$ cat src/rtl/copy_desc_queue.sv
// copy_desc_queue: descriptor FIFO feeding a single-outstanding copy engine with completion and timeout tracking
module copy_desc_queue #(
  parameter int DEPTH   = 4,
  parameter int TIMEOUT = 1024
) (
  input  logic                   clk,
  input  logic                   rst_n,
  input  logic                   desc_valid,
  output logic                   desc_ready,
  input  logic [31:0]            desc_src,
  input  logic [31:0]            desc_dst,
  input  logic [15:0]            desc_len,
  output logic                   eng_start,
  output logic [31:0]            eng_src,
  output logic [31:0]            eng_dst,
  output logic [15:0]            eng_len,
  input  logic                   eng_done,
  output logic                   busy,
  output logic [$clog2(DEPTH):0] level,
  output logic [15:0]            done_cnt,
  output logic                   irq,
  output logic                   err,
  input  logic                   err_clr
);
  localparam int AW = $clog2(DEPTH);
  localparam int TW = $clog2(TIMEOUT) + 1;
  localparam logic [TW-1:0] TLIM = TW'(TIMEOUT - 1);
  typedef enum logic [1:0] {IDLE, ISSUE, WAIT} state_t;
  state_t        state_q, state_d;
  logic [31:0]   src_mem [DEPTH];
  logic [31:0]   dst_mem [DEPTH];
  logic [15:0]   len_mem [DEPTH];
  logic [AW-1:0] wr_q, rd_q;
  logic [AW:0]   level_q;
  logic [TW-1:0] tcnt_q, tcnt_d;
  logic [31:0]   src_q, dst_q;
  logic [15:0]   len_q, cnt_q;
  logic          eng_done_q, irq_q, err_q;
  logic          push, pop, done_edge, complete, timeout;

  // a full FIFO refuses pushes even while it is being popped
  assign desc_ready = level_q != (AW+1)'(DEPTH);
  assign push       = desc_valid && desc_ready;
  assign done_edge  = eng_done && !eng_done_q;
  assign eng_start  = state_q == ISSUE;
  assign busy       = state_q != IDLE;
  assign eng_src    = src_q;
  assign eng_dst    = dst_q;
  assign eng_len    = len_q;
  assign level      = level_q;
  assign done_cnt   = cnt_q;
  assign irq        = irq_q;
  assign err        = err_q;

  // descriptor storage; entries are only read while level marks them valid
  always_ff @(posedge clk)
    if (push) begin
      src_mem[wr_q] <= desc_src;
      dst_mem[wr_q] <= desc_dst;
      len_mem[wr_q] <= desc_len;
    end

  // sequencing: pop in IDLE, pulse start in ISSUE, watch for done edge or timeout in WAIT
  always_comb begin
    state_d  = state_q;
    tcnt_d   = tcnt_q;
    pop      = 1'b0;
    complete = 1'b0;
    timeout  = 1'b0;
    case (state_q)
      IDLE: if (level_q != '0) begin
        pop = 1'b1;
        if (len_mem[rd_q] != '0) state_d = ISSUE;
        else complete = 1'b1;
      end
      ISSUE: begin
        state_d = WAIT;
        tcnt_d  = '0;
      end
      WAIT: if (done_edge) begin
        complete = 1'b1;
        state_d  = IDLE;
      end else if (tcnt_q == TLIM) begin
        timeout = 1'b1;
        state_d = IDLE;
      end else tcnt_d = tcnt_q + TW'(1);
      default: state_d = IDLE;
    endcase
  end

  // state, FIFO pointers, engine operand latch and completion/error bookkeeping
  always_ff @(posedge clk or negedge rst_n)
    if (!rst_n) begin
      state_q    <= IDLE;
      tcnt_q     <= '0;
      wr_q       <= '0;
      rd_q       <= '0;
      level_q    <= '0;
      src_q      <= '0;
      dst_q      <= '0;
      len_q      <= '0;
      cnt_q      <= '0;
      eng_done_q <= 1'b0;
      irq_q      <= 1'b0;
      err_q      <= 1'b0;
    end else begin
      state_q    <= state_d;
      tcnt_q     <= tcnt_d;
      wr_q       <= wr_q + AW'(push);
      rd_q       <= rd_q + AW'(pop);
      level_q    <= level_q + (AW+1)'(push) - (AW+1)'(pop);
      eng_done_q <= eng_done;
      irq_q      <= complete;
      cnt_q      <= cnt_q + 16'(complete);
      err_q      <= timeout || (err_q && !err_clr);
      if (pop) begin
        src_q <= src_mem[rd_q];
        dst_q <= dst_mem[rd_q];
        len_q <= len_mem[rd_q];
      end
    end
endmodule

$ cat config.mk
export PLATFORM = sky130hd
export DESIGN_NAME = copy_desc_queue
export DESIGN_NICKNAME = d
export VERILOG_FILES = /design/src/rtl/copy_desc_queue.sv
export SDC_FILE = /design/constraint.sdc
export NUM_CORES = 1
export LEC_CHECK = 0
export ABC_AREA = 1
export CORE_MARGIN = 3
export CORE_UTILIZATION = 50
export CTS_CLUSTER_DIAMETER = 120
export DETAILED_ROUTE_END_ITERATION = 12
export PLACE_DENSITY = 0.71
export REMOVE_ABC_BUFFERS = 1
export SYNTH_ARGS = -nofsm -noshare
export SYNTH_HDL_FRONTEND = slang
export SYNTH_SLANG_ARGS = --single-unit
$ cat constraint.sdc
create_clock -name clk -period 17.6 [get_ports clk]
set_input_delay 5.28 -clock clk [delete_from_list [all_inputs] [get_ports clk]]
set_output_delay 5.28 -clock clk [all_outputs]
set_load 0.01 [all_outputs]
**Word level (Yosys, flattened, before mapping)**

Memories as Yosys holds them, arrays and structs flattened. A register that Yosys moved wholly into a read port is not among the register bits.
Index checks and enable logic that the tools add are counted.

- Add/sub/neg operators: 6
- Equal/unequal tests: 9
- Multiplexer cells: 19
- Reductions and logical operators: 15

Operator list:

| cell | number |
|---|---|
| two-way mux 11 bit | 2 |
| case mux 11 bit (2 select lines) | 1 |
| adder 16 x 1 -> 16 bit | 1 |
| nonzero test 16 bit | 1 |
| adder 11 x 1 -> 11 bit (second input constant) | 1 |
| equality test 11 x 10 -> 1 bit (second input constant) | 1 |
| two-way mux 1 bit | 10 |
| two-way mux 2 bit | 4 |
| inequality test 2 bit (second input constant) | 4 |
| inequality test 3 bit (second input constant) | 2 |
| case mux 2 bit (3 select lines) | 1 |
| AND reduction 3 bit | 2 |
| adder 2 x 1 -> 2 bit | 2 |
| logical NOT 1 bit | 4 |
| nonzero test 2 bit | 2 |
| adder 3 x 1 -> 3 bit | 1 |
| logical AND 1 bit | 3 |
| nonzero test 3 bit | 1 |
| subtractor 3 x 1 -> 3 bit | 1 |
| equality test 2 x 1 -> 1 bit (second input constant) | 1 |
| equality test 2 bit (second input constant) | 1 |
| logical NOT 2 bit | 1 |
| case mux 1 bit (2 select lines) | 1 |
| logical OR 1 bit | 1 |

- Flip-flop bits (word level): 55
- RAM bits: 320
- Input bits: 85
- Output and inout bits: 104
- Memories: 3

Memory list:

| memory | depth | width | read ports | clocked after memory_dff | write ports | line | source |
|---|---|---|---|---|---|---|---|
| dst_mem | 4 | 32 | 1 | 1 | 1 | 31 | `logic [31:0] dst_mem [DEPTH];` |
| src_mem | 4 | 32 | 1 | 1 | 1 | 30 | `logic [31:0] src_mem [DEPTH];` |
| len_mem | 4 | 16 | 1 | 0 | 1 | 32 | `logic [15:0] len_mem [DEPTH];` |

**Logic depth before layout (Yosys ltp)**

An unclocked memory read counts as a cell.

- Depth in word-level cells: 6
- Mapped depth: 20
- Mapped depth without buffers: 18

**Least setup slack after synthesis**

No wires, ideal clock.

- Path type: input port to flip-flop
- Start: input desc_valid
- End: memory dst_mem[0][0] (enable)
- Setup time: 0.617 ns
- Arrival: 10.829 ns
- Data required time: 16.983 ns
- Path slack: 6.154 ns
- Stages on the path: 2
- Path through: nand2_1 > nor3_1

- Longest elaborated chain between the ends: 3

RTL lines:

| what | line | source |
|---|---|---|
| start, declared | 8 | `input logic desc_valid,` |
| logical AND 1 bit | 43 | `assign push = desc_valid && desc_ready;` |
| two-way mux 1 bit | 57 | `if (push) begin` |
| two-way mux 1 bit (implied by the code) | 59 | `dst_mem[wr_q] <= desc_dst;` |
| end, declared | 31 |  |

No other way between the ends.

**Worst setup path after layout**

- Start: input desc_valid
- End: memory src_mem[0][15] (enable)

- Longest elaborated chain between the ends: 3

RTL lines:

| what | line | source |
|---|---|---|
| logical AND 1 bit | 43 |  |
| two-way mux 1 bit | 57 |  |
| two-way mux 1 bit (implied by the code) | 58 | `src_mem[wr_q] <= desc_src;` |
| end, declared | 30 |  |

No other way between the ends.

==> impl_metrics.yaml <==
yosys:
  ys.flop_type: "edfxtp_1"
  ys.warnings.count: 0
  yosys.area.top_type_share: 0.5726
  syn_area_per_cell_um2: 12.54
  syn-cell-area_mm2: 0.01678
  ys_ff_latch: 439
  ys_seq_area_frac: 0.7501
  synth_top_area_cell: "edfxtp_1"
  synth_enable_flop_cells: 320
  synth_area_leaders: "edfxtp_1, dfrtp_1, nor2_1"
  synth_cell_types: 31
  synth_cells: 1338
  async_flop_share: 0.2711
setup_path:
  cpPeakStageDelay_ns: 0.95
  cp_slowest_cell: "buf_4"
  r2r-start: "rd_q[0]$_DFF_PN0_"
  ff2ff_path_depth: 19
  path_cells: "clkdlybuf4s50_1 > nand2_1 > nor3_2 > buf_4"
  crit_required_ns: 17.75
  end_kind: "flop"
  path_class: "in2reg"
  cp_num_buf_inv: 2
  worstPathArrival_ns: 7.73
  path_max_fanout: 69
  r2r_setup_slack_ns: 13.14
  start_kind: "primary input"
  r2r_end: "done_cnt[12]$_DFF_PN0_"
  cp_top_family: "buffers and inverters"
  startpoint: "desc_valid"
sta:
  maxSlewHeadroom: 0.2349
  rsz0062_at_grt: "false"
  hold_violations: 0
  tightest_slew_ns: 1.148
  skew_ns: 0.01861
  max_freq_ghz: 0.1318
  setup_viol: 0
  post-route-period-util: 0.4311
  fin_crit_ns: 7.587
  fin_setup_tns_ns: 0
  slew_viol_final: 0
  fin_ws_ns: 10.01
place:
  post-place-ws_ns: 9.421
  io_buffers: 188
  gp_congestion: 0.7661
  dp.cells: 1909
  dp_hpwl_um: 20090
cts:
  post-cts-setup-buffer-count: 0
  insertion_delay_ns: 0.54
  clockBufferDepth: 3
  htreeDepth: 2
  postCtsResizedCells: 0
  holdBufCountCts: 0
  cts_tree: "built"
  root_buffer: "clkbuf_16"
  clk_pin_slew_ns: 0.06
  cts_buffers: 44
  clock-sinks: 439
floorplanning:
  io_pins: 189
  dieArea_mm2: 0.03580
  die-height_um: 189.2
  die_w_um: 189.2
  initial_core_util: 0.5119
  rows: 66
  core_mm2: 0.03278
route:
  drt_iter0_drc: 793
  drt_wl_total_um: 35720
  ant_nets: 0
  wl_per_cell_um: 17.95
  via_count: 10450
  route.detailed.drc: 0
  firstDrtPassIters: 6
  vias_per_cell: 5.252
power_and_ir_drop:
  power_density_mw_per_mm2: 177.1
  ir_drop_mv: 0.09673
  finalPower_mw: 3.628
  leakage_nw: 7.499
min_path:
  whs_path_depth: 2
  hold_class: "reg2reg"
  hold_start: "tcnt_q[10]$_DFFE_PN0P_"
  whs_endpoint: "tcnt_q[10]$_DFFE_PN0P_"
flow_run:
  drv_cap: 0
global_route:
  gr-total-overflow: 0
  antenna_found_initial: 3
  grt_use_total: 0.1998
  grt_max_degree: 119
  grt_pass1_wl_um: 57000
  grt_pass1_vias: 10450
finish:
  final_core_util: 0.6248
  fin_cells: 1990
  diodes: 0
  area_delta_synth_final_pct: 22.07
  drive_gt1_frac: 0.06654
  nFillCells: 2514
  nNetsFinal: 1610
status:
  status: "complete, no violations"
-- cell type report --
type / instances / area, um^2 / share of cell area
sequential: 439 / 12590 / 0.6148
multi-input combinational: 801 / 3765 / 0.1838
timing repair buffer: 200 / 1973 / 0.09632
clock buffer: 64 / 1246 / 0.06084
clock inverter: 17 / 247.7 / 0.01209
tap: 442 / 553.0 / 0.02700
inverter: 27 / 105.1 / 0.005131
-- layout by cell type (no fill, tap or decap), types with 3 or more instances in the layout --
| cell type | n |
|---|---|
| nor2_1 | 336 |
| edfxtp_1 | 320 |
| clkdlybuf4s50_1 | 187 |
| nand2_1 | 140 |
| o21ai_0 | 133 |
| dfrtp_1 | 117 |
| a31oi_1 | 64 |
| nand3_1 | 44 |
| clkbuf_16 | 44 |
| inv_1 | 23 |
| o21ai_1 | 19 |
| xor2_1 | 15 |
| clkbuf_1 | 13 |
| buf_4 | 12 |
| ha_1 | 11 |
| nand4_1 | 9 |
| clkinv_2 | 8 |
| clkbuf_8 | 7 |
| nor3_2 | 6 |
| xnor2_1 | 6 |
| bufinv_16 | 6 |
| nor2_2 | 3 |
| o21ai_2 | 3 |
-- power breakdown --
group	internal (mW)	leakage, nW	switching [mW]
clock network	0.580	0.735	0.372
registers	1.40	4.34	0.137
logic	0.433	2.43	0.706
total	2.41	7.50	1.21
-- worst max path at each step --
stage | endpoint | slack [ns] | cells after the start
final | src_mem[0][15]$_DFFE_PP_ | 10.01 | 4
after floorplan | dst_mem[0][0]$_DFFE_PP_ | 6.15 | 2
after detailed placement | src_mem[0][7]$_DFFE_PP_ | 9.42 | 4
after global placement | src_mem[0][15]$_DFFE_PP_ | 9.47 | 4
after global routing | dst_mem[0][23]$_DFFE_PP_ | 9.83 | 4
after CTS | src_mem[0][15]$_DFFE_PP_ | 9.99 | 4
-- registers in the layout, indices dropped and copies added, names as in the netlist --
register    count
eng_len        16
state_q         2
done_cnt       16
eng_done_q      1
level           3
tcnt_q         11
len_mem        64
eng_src        32
rd_q            2
dst_mem       128
src_mem       128
irq             1
wr_q            2
err             1
eng_dst        32
-- cells in the mapped netlist (9+ instances only) --
cell type / n
nand3_1: 44
xor2_1: 15
ha_1: 11
nand4_1: 9
nand2_1: 140
nor2_1: 337
edfxtp_1: 320
o21ai_0: 133
o21ai_1: 19
a31oi_1: 64
dfrtp_1: 119
inv_1: 23
buf_2: 32
clkbuf_1: 25
-- logic make-up after synthesis --
logic type	after synthesis	synth area share
simple gates	547	0.1306
xor+xnor	21	0.01096
compound gates	221	0.07173
fa+ha+maj	12	0.009395
flops	439	0.7501
buf+inv	98	0.02721
-- layer usage --
layer,wire (um),vias up,global-route usage
met5,41,-,0
met4,753,6,0.05529
met3,2305,61,0.04018
met2,16910,297,0.3238
met1,15710,5066,0.2790
li1,-,5021,-
-- worst register-to-register path, delay by kind of cell (launching register included) --
family                     cells  cell delay (ns)
adders and majority gates      2             0.35
buffers and inverters          2             0.97
xor gates and xnor gates       1             0.15
and+or+nand+nor               14             1.87
DFF                            1             0.99
-- stage by stage --
stage | area (um^2) | hold WS (ns)
after floorplan | 16430 | 0.4364
after global placement | 18990 | 0.4548
after detailed placement | 18990 | 0.4584
after CTS | 20480 | 0.4724
after global routing | 20480 | 0.4964
final | 20480 | 0.4740
(Power assumes the default switching activity.)
